`src/rtl/snes_pad_responder_pkg.sv`:
```
// Shared SNES joypad definitions: button bit positions, frame layout and
// the responder state encoding.
package snes_pkg;

   localparam int SNES_B      = 0;
   localparam int SNES_Y      = 1;
   localparam int SNES_SELECT = 2;
   localparam int SNES_START  = 3;
   localparam int SNES_UP     = 4;
   localparam int SNES_DOWN   = 5;
   localparam int SNES_LEFT   = 6;
   localparam int SNES_RIGHT  = 7;
   localparam int SNES_A      = 8;
   localparam int SNES_X      = 9;
   localparam int SNES_L      = 10;
   localparam int SNES_R      = 11;

   localparam int         SNES_FRAME_BITS = 16;
   localparam logic [3:0] SNES_ID_BITS    = 4'b1111;

   typedef enum logic [1:0] {
      IDLE  = 2'd0,
      LOAD  = 2'd1,
      SHIFT = 2'd2,
      DONE  = 2'd3
   } snes_state_t;

   // Wire format is active low, ID nibble above the twelve buttons.
   function automatic logic [SNES_FRAME_BITS-1:0] snes_frame(input logic [11:0] buttons);
      return {SNES_ID_BITS, ~buttons};
   endfunction

endpackage

```
`src/rtl/snes_pad_responder_sync_edge.sv`:
```
// Multi-flop synchronizer for one asynchronous line, followed by a registered
// rising-edge detector whose level and pulse outputs are cycle-aligned.
module sync_edge #(
   parameter int   STAGES    = 2,
   parameter logic RESET_VAL = 1'b0
) (
   input  logic clock,
   input  logic reset,
   input  logic din,
   output logic level,
   output logic rise
);

   logic [STAGES-1:0] sync_q;
   logic              last_q;

   always_ff @(posedge clock) begin
      if (reset) begin
         sync_q <= {STAGES{RESET_VAL}};
         last_q <= RESET_VAL;
         rise   <= 1'b0;
      end else begin
         sync_q <= {sync_q[STAGES-2:0], din};
         last_q <= sync_q[STAGES-1];
         rise   <= sync_q[STAGES-1] & ~last_q;
      end
   end

   assign level = last_q;

endmodule

```
`src/rtl/snes_pad_responder.sv`:
```
// SNES controller-side responder: follows the host latch/clock lines and
// shifts a 16-bit active-low button frame out on controller_data.
module snes_pad_responder
   import snes_pkg::*;
#(
   parameter int SYNC_STAGES = 2,
   parameter int TIMEOUT     = 33333
) (
   input  logic        clock,
   input  logic        reset,
   input  logic [11:0] button_state,
   input  logic        controller_latch,
   input  logic        controller_clock,
   output logic        controller_data,
   output logic        frame_done,
   output logic        timeout_err
);

   localparam int IW = $clog2(TIMEOUT + 1);

   logic lat_s, lat_rise;
   logic clk_s, clk_rise;
   logic shift_edge;

   sync_edge #(.STAGES(SYNC_STAGES), .RESET_VAL(1'b0)) u_lat_sync (
      .clock (clock),
      .reset (reset),
      .din   (controller_latch),
      .level (lat_s),
      .rise  (lat_rise)
   );

   // Shift clock idles high, so its synchronizer resets high.
   sync_edge #(.STAGES(SYNC_STAGES), .RESET_VAL(1'b1)) u_clk_sync (
      .clock (clock),
      .reset (reset),
      .din   (controller_clock),
      .level (clk_s),
      .rise  (clk_rise)
   );

   assign shift_edge = clk_rise & clk_s;

   snes_state_t                state_q, state_n;
   logic [SNES_FRAME_BITS-1:0] shreg_q, shreg_n;
   logic [4:0]                 bit_cnt_q, bit_cnt_n;
   logic [IW-1:0]              idle_q, idle_n;
   logic                       done_n, tout_n;

   always_ff @(posedge clock) begin
      if (reset) begin
         state_q     <= IDLE;
         shreg_q     <= '1;
         bit_cnt_q   <= '0;
         idle_q      <= '0;
         frame_done  <= 1'b0;
         timeout_err <= 1'b0;
      end else begin
         state_q     <= state_n;
         shreg_q     <= shreg_n;
         bit_cnt_q   <= bit_cnt_n;
         idle_q      <= idle_n;
         frame_done  <= done_n;
         timeout_err <= tout_n;
      end
   end

   always_comb begin
      state_n   = state_q;
      shreg_n   = shreg_q;
      bit_cnt_n = bit_cnt_q;
      idle_n    = idle_q;
      done_n    = 1'b0;
      tout_n    = 1'b0;
      case (state_q)
         IDLE: begin
            if (lat_s) begin
               state_n = LOAD;
               shreg_n = snes_frame(button_state);
            end
         end
         LOAD: begin
            if (lat_s) begin
               shreg_n = snes_frame(button_state);
            end else begin
               state_n   = SHIFT;
               bit_cnt_n = '0;
               idle_n    = '0;
            end
         end
         SHIFT: begin
            // A latch edge outranks a coincident clock edge.
            if (lat_rise) begin
               state_n = LOAD;
               shreg_n = snes_frame(button_state);
            end else if (shift_edge) begin
               shreg_n   = {1'b0, shreg_q[SNES_FRAME_BITS-1:1]};
               bit_cnt_n = bit_cnt_q + 5'd1;
               idle_n    = '0;
               if (bit_cnt_q == 5'(SNES_FRAME_BITS - 1)) begin
                  state_n = DONE;
                  done_n  = 1'b1;
               end
            end else if (idle_q == IW'(TIMEOUT - 1)) begin
               state_n = IDLE;
               tout_n  = 1'b1;
            end else begin
               idle_n = idle_q + 1'b1;
            end
         end
         DONE: begin
            if (lat_s) begin
               state_n = LOAD;
               shreg_n = snes_frame(button_state);
            end
         end
         default: state_n = IDLE;
      endcase
   end

   assign controller_data = (state_q == IDLE) ? 1'b1 : shreg_q[0];

endmodule
```
`config.mk`:
```
export PLATFORM = sky130hd
export DESIGN_NAME = snes_pad_responder
export DESIGN_NICKNAME = d
export VERILOG_FILES = /design/src/rtl/snes_pad_responder_pkg.sv /design/src/rtl/snes_pad_responder_sync_edge.sv /design/src/rtl/snes_pad_responder.sv
export SDC_FILE = /design/constraint.sdc
export NUM_CORES = 1
export LEC_CHECK = 0
export CAP_MARGIN = 20
export CORE_MARGIN = 3
export CORE_UTILIZATION = 45
export DETAILED_ROUTE_END_ITERATION = 8
export PLACE_DENSITY_LB_ADDON = 0.1
export SKIP_CTS_REPAIR_TIMING = 1
export SLEW_MARGIN = 30
export SYNTH_ARGS = -nofsm -noshare
export SYNTH_HDL_FRONTEND = slang
export SYNTH_SLANG_ARGS = --single-unit
```
`constraint.sdc`:
```
create_clock -name clock -period 2.4 [get_ports clock]
set_input_delay 0.48 -clock clock [delete_from_list [all_inputs] [get_ports clock]]
set_output_delay 0.48 -clock clock [all_outputs]
set_load 0.02 [all_outputs]
```
# == Word-level counts from Yosys, hierarchy flattened ==
# Cells that the tools add are included.
# W data, S select, Z words.
# word_totals
regBits,49
in_bits,16
out_inout_bits,3
wordCells,69
# classes
n_addsub,2
n_eq_ne,14
muxes,23
bitwise_logic,8
n_reduce_logical,10
# op_table
op,count
$mux W16,7
$pmux W16 S2,2
$add A16 B1 Y16 const B,1
$eq A16 B16 Y1 const B,1
$mux W5,3
$mux W2,6
$not A12 Y12,1
$reduce_and A4 Y1,3
$pmux W5 S2,1
$ne A4 B3 Y1 const B,2
$reduce_or A4 Y1,2
$ne A2 B2 Y1 const B,3
$pmux W2 S3,1
$add A5 B1 Y5 const B,1
$eq A5 B4 Y1 const B,1
$eq A2 B2 Y1 const B,2
$ne A2 B1 Y1 const B,2
$not A1 Y1,4
$and A1 B1 Y1,3
$mux W1,3
$ne A3 B2 Y1 const B,1
$ne A3 B3 Y1 const B,1
$reduce_or A3 Y1,1
$eq A2 B1 Y1 const B,1
other kinds (4),4

# == Depth between registers and ports, before layout ==
# Gate-level depths: netlist (run 1).
# depth
depth_word,5
mapped_depth,9
mapped_depth_nobuf,6

# == Modules after synthesis ==
# Synthesis (run 1) repeated with hierarchy kept, for this count alone.
# unflattened
hier_cells,288
hier_area_um2,2483.6
# by_module_without_submodules
mod,n_inst,cells_each,area_each_um2,seq_area_each_um2
snes_pad_responder,1,272,2265.9,820.8
sync_edge at u_lat_sync,1,8,111.4,80.1
sync_edge at u_clk_sync,1,8,106.4,80.1

# == Least setup slack after synthesis (run 1) ==
# Ideal clock, no wire load.
# synth_path
kind,register to register
startpoint,register state_q[1]
endpoint,register idle_q[13]
setup_ns,0.121
t_arrival_ns,1.907
required_ns,2.279
slack_ns,0.372
stages_incl_launch_ff,9
n_path_buf,2
synth_period_minus_slack_ns,2.028
cell_sequence,dfxtp_1 -> inv_1 -> ha_1 -> and2_4 -> buf_6 -> a211o_1 -> buf_6 -> nor4_1 -> mux2_2
# synth_via
elab_chain_len,3
word_cells_on_any_way,8
cone_classes,eq/ne (5); mux (1); reduce/logical (2)
# synth_lines
element,line,rtl
from (decl),snes_pad_responder.sv:44,"snes_state_t state_q, state_n;"
from (signal assigned),snes_pad_responder.sv:59,state_q <= state_n;
$eq A2 B2 Y1 / $eq A2 B1 Y1 (equally long branches),snes_pad_responder.sv:75,case (state_q)
"$ne A3 B3 Y1 (no source line), or another cell as far along",-,
$reduce_and A4 Y1 (no source line),-,
to (signal assigned),snes_pad_responder.sv:62,idle_q <= idle_n;
to (decl),snes_pad_responder.sv:47,"logic [IW-1:0] idle_q, idle_n;"
# Several ways; a longest one is shown, not always the timed one.
# A chain may end at the register's enable or synchronous reset.

# == Final worst setup path (run 1) ==
# layout_path
startpoint,register state_q[0]
endpoint,output controller_data
# layout_via
elab_chain_len,2
# layout_lines
element,line,rtl
$logic_not A2 Y1,snes_pad_responder.sv:121,assign controller_data = (state_q == IDLE) ? 1'b1 : shreg_q[0];
$mux W1,snes_pad_responder.sv:121,
to (decl),snes_pad_responder.sv:14,"output logic controller_data,"
# Every way passes these cells.

==> results of run 1 <==
[cell usage after synthesis, types with 5 or more instances]
master	count
clkbuf_1	15
o31ai_1	6
and3_1	6
nand2_1	14
nor3_1	8
dfxtp_1	49
a211oi_1	17
o21ai_0	9
ha_1	8
inv_1	10
a21oi_1	14
nor2_1	24
and4_1	6
nand3_1	9
a211o_1	15
nor2b_1	7
or4_1	6
nor4_1	5
[report_power, final]
group	leakage (uW)	switching, uW	internal [uW]	total (uW)
Sequential	0.000399	48.4	898	946
Clock	0.0000402	285	201	487
Combinational	0.000491	444	300	744
[per-layer routing]
layer | track usage [%] | up-vias
met5 | 0 | -
met4 | 5.155 | 0
met3 | 4.966 | 5
met2 | 29.55 | 27
met1 | 22.39 | 970
li1 | - | 1070
[layout make-up]
cell class | instances | area (um2) | area share, %
Multi-Input combinational cell | 200 | 1315 | 47.82
Sequential cell | 49 | 980.9 | 35.67
Tap cell | 70 | 87.58 | 3.185
Timing Repair Buffer | 26 | 240.2 | 8.735
Inverter | 11 | 41.29 | 1.501
Clock buffer | 5 | 68.82 | 2.502
Clock inverter | 2 | 16.27 | 0.5914
[critical path: stages, from the launching register on]
cell             delay, ns
dfxtp_1               0.39
inv_1                 0.08
ha_1                  0.19
or2_2                 0.26
clkdlybuf4s50_1       0.54
[path summary, 6_finish.rpt]
kind,startpoint,end
worst max register to register,state_q[1]$_SDFFE_PP0P_,idle_q[13]$_SDFFE_PP0P_
worst min-delay path,u_clk_sync.sync_q[0]$_SDFF_PP1_,u_clk_sync.sync_q[1]$_SDFF_PP1_
worst max-delay path,state_q[0]$_SDFFE_PP0P_,controller_data
worst min register to register,u_clk_sync.sync_q[0]$_SDFF_PP1_,u_clk_sync.sync_q[1]$_SDFF_PP1_
[layout by cell type (no fill, tap or decap), drive strengths merged, types with 3 or more instances in the layout]
master	n
a211o	15
a211oi	17
a21oi	14
a31oi	4
and3	6
and4	6
buf	8
clkbuf	5
clkdlybuf4s50	18
dfxtp	49
ha	8
inv	10
nand2	14
nand3	9
nand4	3
nand4b	4
nor2	24
nor2b	7
nor3	8
nor3b	3
nor4	5
nor4b	3
o21a	3
o21ai	9
o31ai	6
or2	4
or4	6
[registers in the layout (all words and copies together), names as in the netlist, 2 cells and up]
register           cells
u_clk_sync.sync_q      2
idle_q                16
u_lat_sync.sync_q      2
bit_cnt_q              5
shreg_q               16
state_q                2
[logic make-up after synthesis]
logic type / share of synthesized area (%)
simple gates: 26.08
compound gates: 22.93
flops: 40.50
buf+inv: 5.475
fa+ha+maj: 4.132
mux: 0.8781
[per-stage QoR]
stage / cell area (um2) / utilization (%) / cells / total power, uW
finish: 2750 / 53.17 / 363 / 2177
detailed placement: 2665 / 51.52 / 356 / 1714
floorplan: 2422 / - / 280 / 1531
CTS: 2750 / 53.17 / 363 / 2200
global placement: 2665 / 51.52 / 356 / 1710
global route: 2750 / 53.17 / 363 / 2342
==> reports/metrics.cfg, run 1 <==
[detailed_routing]
finalWirelength_um=5098
drc_errors=0
highest_layer=met4
dr_wl_met3_um=145
drt_iter0_drc=117
via_per_inst=5.708
postRouteAntennaNets=0
m1WireLength_um=2427
wire_per_inst_um=14.04
wl_met2_um=2470
via_count=2072
first_pass_iters=4

[sta]
finalClockSkew_ns=0.007675
fin_tns_setup_ns=0
slew_headroom_pct=63.21
grt_setup_unrepaired=false
period_needed_ns=2.255
worstMarginPinSlew_ns=0.5518
holdWs_ns=0.4227
hold_viol=0
timing.final.ws_setup_ns=0.1447
slew_viol_final=0
setup_viol_count_final=0
finalCritPeriodShare_pct=93.97
fmax_mhz=443.4

[global_route]
grt_pass1_vias=1907
grt_pass1_wl_um=8887
overflow=0
antenna_found_initial=0
track_usage_pct=17.75
grt_max_degree=37

[worst_setup_path]
criticalPathCategory=flop to primary output
arrival_ns=1.78
reg2reg_depth=6
required_ns=1.92
r2r_slack_ns=0.22
cp_max_fo=4
cp-end-kind=primary output
start_kind=flop

[synthesis]
yosysWarnings=0
synthFlopType=dfxtp_1
synthTopCellsByArea=dfxtp_1 40%, a211o_1 5.4%, a211oi_1 5.3%
netlist_area_um2=2422
postSynthAreaPerCell_um2=8.651
yosysTopAreaCell=dfxtp_1
synthArstFlopShare_pct=0
yosysSeqAreaShare_pct=40.50
synth_top_area_share_pct=40.50
synth-edff-count=0
synth_fp_nets=304
synthCells=280
ys_ff_latch=49
ys_types=47

[clock_network]
cts_tree=done
clk_latency_ns=0.31
cts_buffer_depth=2
cts_sinks=49
path_clk_slew_ns=0.10
cts_root_buf=clkbuf_8
cts_buffers=5
cts-htree-levels=2

[power_and_ir_drop]
ir_drop_mv=0.4379
p_leak_uw=0.0009300
pwr_density_cell_nw_per_um2=791.7

[hold_path]
whs_path_depth=1
hold_class=flop to flop

[finish]
num-fill-cells=511
syn2layout_area_growth_pct=13.53
drive_gt1_share_pct=7.850
n_antenna_cell=0
nets=317

[die]
pin_count=19
dieArea_um2=6300
fp.dieH_um=79.37
rows=26
core_area_um2=5172
initial_core_util_pct=46.83
dieWidth_um=79.37

[placement]
place_hpwl_um=3499
gp_congestion=0.8302
io_buffers=18
pre_cts_ws_ns=0.2391

[run]
maxCapViolCount=0

[run_status]
status=completed

Note: power is estimated with default switching activity, not from simulation.
==> run 2: changes to the inputs <==
CTS_BUF_LIST = sky130_fd_sc_hd__clkbuf_2   (was default)
==> run 2 against run 1 <==
Compared with the run above: sequential cell count stayed put; sequential share of layout area is 0.57 points higher; clock-buffer cell count stayed put; clock skew is 0.0036 ns higher; highest routed layer unchanged; first-iteration DRC count is 19% higher; sequential power is 0.4% higher.
==> reports/metrics.cfg, run 2 (synthesized netlist as in run 1, its figures left out) <==
[clock_network]
path_clk_slew_ns=0.25  ; +0.15 ns
cts_buffer_depth=2  ; unchanged
cts_buffers=5  ; unchanged
cts_root_buf=clkbuf_2
cts_tree=done
cts_sinks=49  ; unchanged
clk_latency_ns=0.43  ; +0.12 ns
cts-htree-levels=2  ; unchanged

[finish]
reg.largest.list=idle_q x16, shreg_q x16, bit_cnt_q x5
nets=317  ; unchanged
n_antenna_cell=0  ; unchanged
finish.utilization_pct=52.39  ; -0.77 points
final_common_cell=dfxtp_1
num-fill-cells=519  ; +1.6%
drive_gt1_share_pct=8.191  ; +0.34 points
syn2layout_area_growth_pct=11.88
layout_common_cells=48 x dfxtp_1, 24 x nor2_1, 17 x a211oi_1, 17 x clkdlybuf4s50_1, 15 x a211o_1

[sta]
finalCritPeriodShare_pct=91.96  ; -2.0 points
slew_viol_final=0  ; unchanged
timing.final.ws_setup_ns=0.1931  ; +0.04835 ns
worstMarginPinSlew_ns=0.5600  ; +0.008178 ns
fmax_mhz=453.1  ; +2.2%
setup_viol_count_final=0  ; unchanged
finalClockSkew_ns=0.01127  ; +0.003592 ns
hold_viol=0  ; unchanged
grt_setup_unrepaired=false
slew_headroom_pct=62.67  ; -0.55 points
period_needed_ns=2.207  ; -0.04835 ns

[detailed_routing]
drc_errors=0  ; unchanged
via_count=2094  ; +1.1%
via_per_inst=5.769  ; +1.1%
finalWirelength_um=5069  ; -0.57%
wire_per_inst_um=13.96  ; -0.57%
drt_iter0_drc=139  ; +19%
first_pass_iters=4  ; unchanged
postRouteAntennaNets=0  ; unchanged

[worst_setup_path]
r2r_end=idle_q[13]$_SDFFE_PP0P_
crit_path_top_delay_cell=a211o_1
criticalPathCategory=flop to flop
crit_start=state_q[1]$_SDFFE_PP0P_
r2r_start=state_q[1]$_SDFFE_PP0P_
slowest_delay_ns=0.49  ; -0.05 ns
required_ns=2.76  ; +0.84 ns
crit_end=idle_q[13]$_SDFFE_PP0P_
arrival_ns=2.56  ; +0.78 ns
cp-end-kind=flop
start_kind=flop
cp_max_fo=19  ; +15
reg2reg_depth=6  ; unchanged
r2r_slack_ns=0.19  ; -0.03 ns
path_cells=inv_1 -> ha_1 -> and2_4 -> a211o_1 -> nor4_1 -> mux2_2

[die]
pin_count=19  ; unchanged
dieWidth_um=79.37  ; unchanged
dieArea_um2=6300  ; unchanged
rows=26  ; unchanged
initial_core_util_pct=46.83  ; unchanged
fp.dieH_um=79.37  ; unchanged
core_area_um2=5172  ; unchanged

[hold_path]
whs_path_depth=1  ; unchanged
hold_class=flop to flop
worstHoldStart=u_clk_sync.sync_q[0]$_SDFF_PP1_

[power_and_ir_drop]
pwr_density_cell_nw_per_um2=749.5  ; -5.3%
ir_drop_mv=0.4275  ; -2.4%
pwr-share-clk_pct=16.5  ; -5.9 points
p_sw_share_pct=37.52  ; +1.8 points
p_switching_uw=762.1  ; -2.0%
p_comb_share_pct=36.7  ; +2.5 points
p_seq_share_pct=46.8  ; +3.3 points
p_leak_uw=0.0009153  ; -1.6%
intPower_uw=1269  ; -9.3%

[placement]
io_buffers=18  ; unchanged
gp_congestion=0.8302  ; unchanged
pre_cts_ws_ns=0.2391  ; unchanged
place_hpwl_um=3499  ; unchanged

[global_route]
grt_pass1_wl_um=8825  ; -0.70%
track_usage_pct=17.49  ; -0.26 points
antenna_found_initial=0  ; unchanged
grt_max_degree=37  ; unchanged
grt_pass1_vias=1908  ; +0.052%
overflow=0  ; unchanged

[run]
maxCapViolCount=0  ; unchanged

[run_status]
status=completed

[run 2: power by group through the flow]
stage	Sequential (uW)	Combinational [uW]	Clock, uW
after floorplan	955	576	0
after global placement	963	747	0
after detailed placement	966	748	0
after CTS	949	752	355
after global routing	962	844	387
final	950	746	335
[run 2: through the flow]
| stage | std cells | TNS (ns) | power [uW] | hold WS [ns] | area (um2) |
|---|---|---|---|---|---|
| floorplan | 280 | 0 | 1531 | 0.3895 | 2422 |
| global placement | 356 | 0 | 1710 | 0.4053 | 2665 |
| detailed placement | 356 | 0 | 1714 | 0.4067 | 2665 |
| CTS | 363 | -0.08171 | 2057 | 0.4587 | 2706 |
| global route | 363 | 0 | 2193 | 0.4845 | 2710 |
| finish | 363 | 0 | 2031 | 0.4477 | 2710 |
[run 2: layer usage]
metal  part of all wire (%)  vias to the layer above  global-route usage (%)
li1                       -                     1069                       -
met1                     47                      979                   22.46
met2                     48                       38                   29.29
met3                    3.4                        8                   3.612
met4                    1.4                        0                   5.670
met5                      0                        -                       0
[run 2: worst max-delay path: cells and delay by family, from the launching register on]
family	cells	cell delay (ns)
AOI/OAI and AO/OA	1	0.49
adders and majority gates	1	0.23
buffers and inverters	1	0.08
DFF	1	0.38
muxes	1	0.37
and+or+nand+nor	2	0.57
[run 2: cell type report]
type                       count  area, um2  area share [%]
clock buffer                   5      25.02          0.9234
sequential                    49      982.2           36.24
multi-input combinational    200       1315           48.52
timing repair buffer          26      242.7           8.957
clock inverter                 2      16.27          0.6002
tap                           70      87.58           3.232
inverter                      11      41.29           1.524
[run 2: worst min-delay path by stage]
| stage | endpoint | slack, ns |
|---|---|---|
| final | u_clk_sync.sync_q[1]$_SDFF_PP1_ | 0.45 |
| after global routing | u_lat_sync.sync_q[1]$_SDFF_PP0_ | 0.48 |
| after CTS | u_clk_sync.sync_q[1]$_SDFF_PP1_ | 0.46 |
| after detailed placement | u_clk_sync.sync_q[1]$_SDFF_PP1_ | 0.41 |
| after global placement | u_clk_sync.sync_q[1]$_SDFF_PP1_ | 0.41 |
| after floorplan | u_clk_sync.sync_q[1]$_SDFF_PP1_ | 0.39 |
==> run 3: changes to the inputs <==
CAP_MARGIN = default   (was 20)
GPL_ROUTABILITY_DRIVEN = 1   (was default)
==> results of run 3 <==
The final DEF is identical to that of run 2; final timing and power are the same.
==> RTL edit: new RTL, settings of run 2 <==
Re-encode `snes_state_t` (4 states) as one-hot, 4 bits wide.
--- a/src/rtl/snes_pad_responder_pkg.sv
+++ b/src/rtl/snes_pad_responder_pkg.sv
@@ -18,11 +18,11 @@
    localparam int         SNES_FRAME_BITS = 16;
    localparam logic [3:0] SNES_ID_BITS    = 4'b1111;
 
-   typedef enum logic [1:0] {
-      IDLE  = 2'd0,
-      LOAD  = 2'd1,
-      SHIFT = 2'd2,
-      DONE  = 2'd3
+   typedef enum logic [3:0] {
+      IDLE  = 4'b0001,
+      LOAD  = 4'b0010,
+      SHIFT = 4'b0100,
+      DONE  = 4'b1000
    } snes_state_t;
 
    // Wire format is active low, ID nibble above the twelve buttons.
Check against the original RTL: no difference found for any inputs over 10 cycles, from zero or initial values and one cycle with reset high; not proved beyond that.
==> RTL edit against run 2 <==
- sequential cell count increased by 2
- clock power rose by 32%
- wire length is 4.5% lower
- core utilization rose by 2.6 points
- setup slack worse by 0.063 ns
- cell area grew 4.3%
- power increased by 5.8%
- synthesized area is 0.41% lower
- first-iteration DRC count is 24% lower
- critical endpoint is now state_q[0]
- largest power group unchanged
==> RTL edit: results (changes against run 2) <==
* Tot GR Track Use at 16.93% (-0.55 points)
* Slowest stage delay, CP at 0.55 ns (+0.06 ns)
* Metal3 WL at 198 um (+14%)
* XOR/XNOR share of the synthesized area at 2.541% (+2.5 points)
* DPL Wire Length at 3456 um (-1.2%)
* Reg2Reg Setup Slack at 0.13 ns (-0.06 ns)
* Crit path DAT at 2.66 ns (+0.10 ns)
* Max IR drop VDD at 0.4417 mV (+3.3%)
* First-pass GRT wire length at 8487 um (-3.8%)
* Tightest Pin Transition at 0.3650 ns (-0.1949 ns)
* Final Skew at 0.01893 ns (+0.007665 ns)
* Top post-synthesis cells by area: dfxtp_1, nor2_1, a211o_1
* Top post-synthesis cells by count: dfxtp_1, nor2_1, a211oi_1, a21oi_1
* Mapped Cells at 276 (-1.4%)
* Pin count of the biggest net entering global routing at 29 (-22%)
* Met2 wire length at 2162 um (-11%)
* Layout cell share with drive strength beyond 1 at 11.59% (+3.4 points)
* Worst R2R End: state_q[0]
* FF-to-FF Start: state_q[3]
* Status: finished clean
* Fin nets at 321 (+1.3%)
* Ys async rst share at 0% (unchanged)
* Crit Path Max Fanout at 4 (-15)
* Met1 wire length at 2426 um (+1.6%)
* DRT iter0 DRCs at 105 (-24%)
* Routed vias/inst at 5.419 (-6.1%)
* Layout Cells excl Fill at 372 (+2.5%)
* Post-synthesis sequential area ratio at 42.32% (+1.8 points)
* Complex-gate fraction of the synthesized area at 24.33% (+1.4 points)
* Post-synthesis net count at 296 (-2.6%)
* Placed instance count at 364 (+2.2%)
* CP max stage cell: or4b_1
* Leakage Power at 0.0009542 uW (+4.3%)
[RTL edit: changes by cell type in the layout (fill, tap and decap cells not counted), sizes merged, moves of 5 or more]
cell,change
nor2,+13
o21ai,+10
buf,+8
nor3,-7
and4,-6
xor2,+6
or3,+5
[RTL edit: layout make-up]
cell class	count	area [um^2]
Sequential cell	51	1021
Clock inverter	3	38.79
Multi-Input combinational cell	202	1314
Tap cell	70	87.58
Fill cell	510	2312
Timing Repair Buffer	34	315.3
Clock buffer	5	25.02
Inverter	7	26.28
[RTL edit: power groups by stage]
stage	Sequential, uW	Clock, uW	Combinational (uW)
global placement	978	0	736
detailed placement	979	0	743
CTS	962	460	745
finish	963	443	743
floorplan	978	0	540
global route	973	487	833
[RTL edit: cell families (layout without fill, tap and decap cells)]
kind of cell | after synthesis | in the layout
xor+xnor | 7 | 7
flops | 51 | 51
mux | 2 | 2
fa+ha+maj | 4 | 4
buf+inv | 23 | 49
simple gates | 109 | 109
compound gates | 80 | 80
[RTL edit: worst max-delay path, delay by kind of cell (launching register included)]
kind | cells | cell delay [ns]
AO/OA/AOI/OAI | 2 | 0.58
AND/OR/NAND/NOR | 2 | 1.07
multiplexers | 1 | 0.21
flip-flops | 1 | 0.37
[RTL edit: worst max path at each step]
stage | startpoint | end | slack, ns | depth (start not counted)
global placement | state_q[3] | idle_q[12] | 0.18 | 6
CTS | state_q[1] | controller_data | -0.04 | 4
detailed placement | state_q[3] | idle_q[4] | 0.15 | 6
global route | state_q[3] | idle_q[6] | 0.01 | 6
finish | state_q[3] | state_q[0] | 0.13 | 5
floorplan | state_q[0] | state_q[0] | 0.18 | 6
[RTL edit: per-stage QoR]
| stage | util (%) | TNS (ns) | hold slack [ns] | setup WS [ns] |
|---|---|---|---|---|
| finish | 55.01 | 0 | 0.4516 | 0.1296 |
| detailed placement | 53.51 | 0 | 0.3979 | 0.1482 |
| CTS | 54.75 | -0.03795 | 0.4535 | -0.03795 |
| global route | 55.01 | 0 | 0.4618 | 0.01282 |
| global placement | 53.51 | 0 | 0.4034 | 0.1779 |
| floorplan | - | 0 | 0.3895 | 0.1755 |
[RTL edit: metal layers]
metal  GRT usage [%]  vias to the layer above
met1           23.79                      936
met4           4.639                        0
met5               0                        -
met2           26.26                       28
li1                -                     1045
met3           3.515                        7
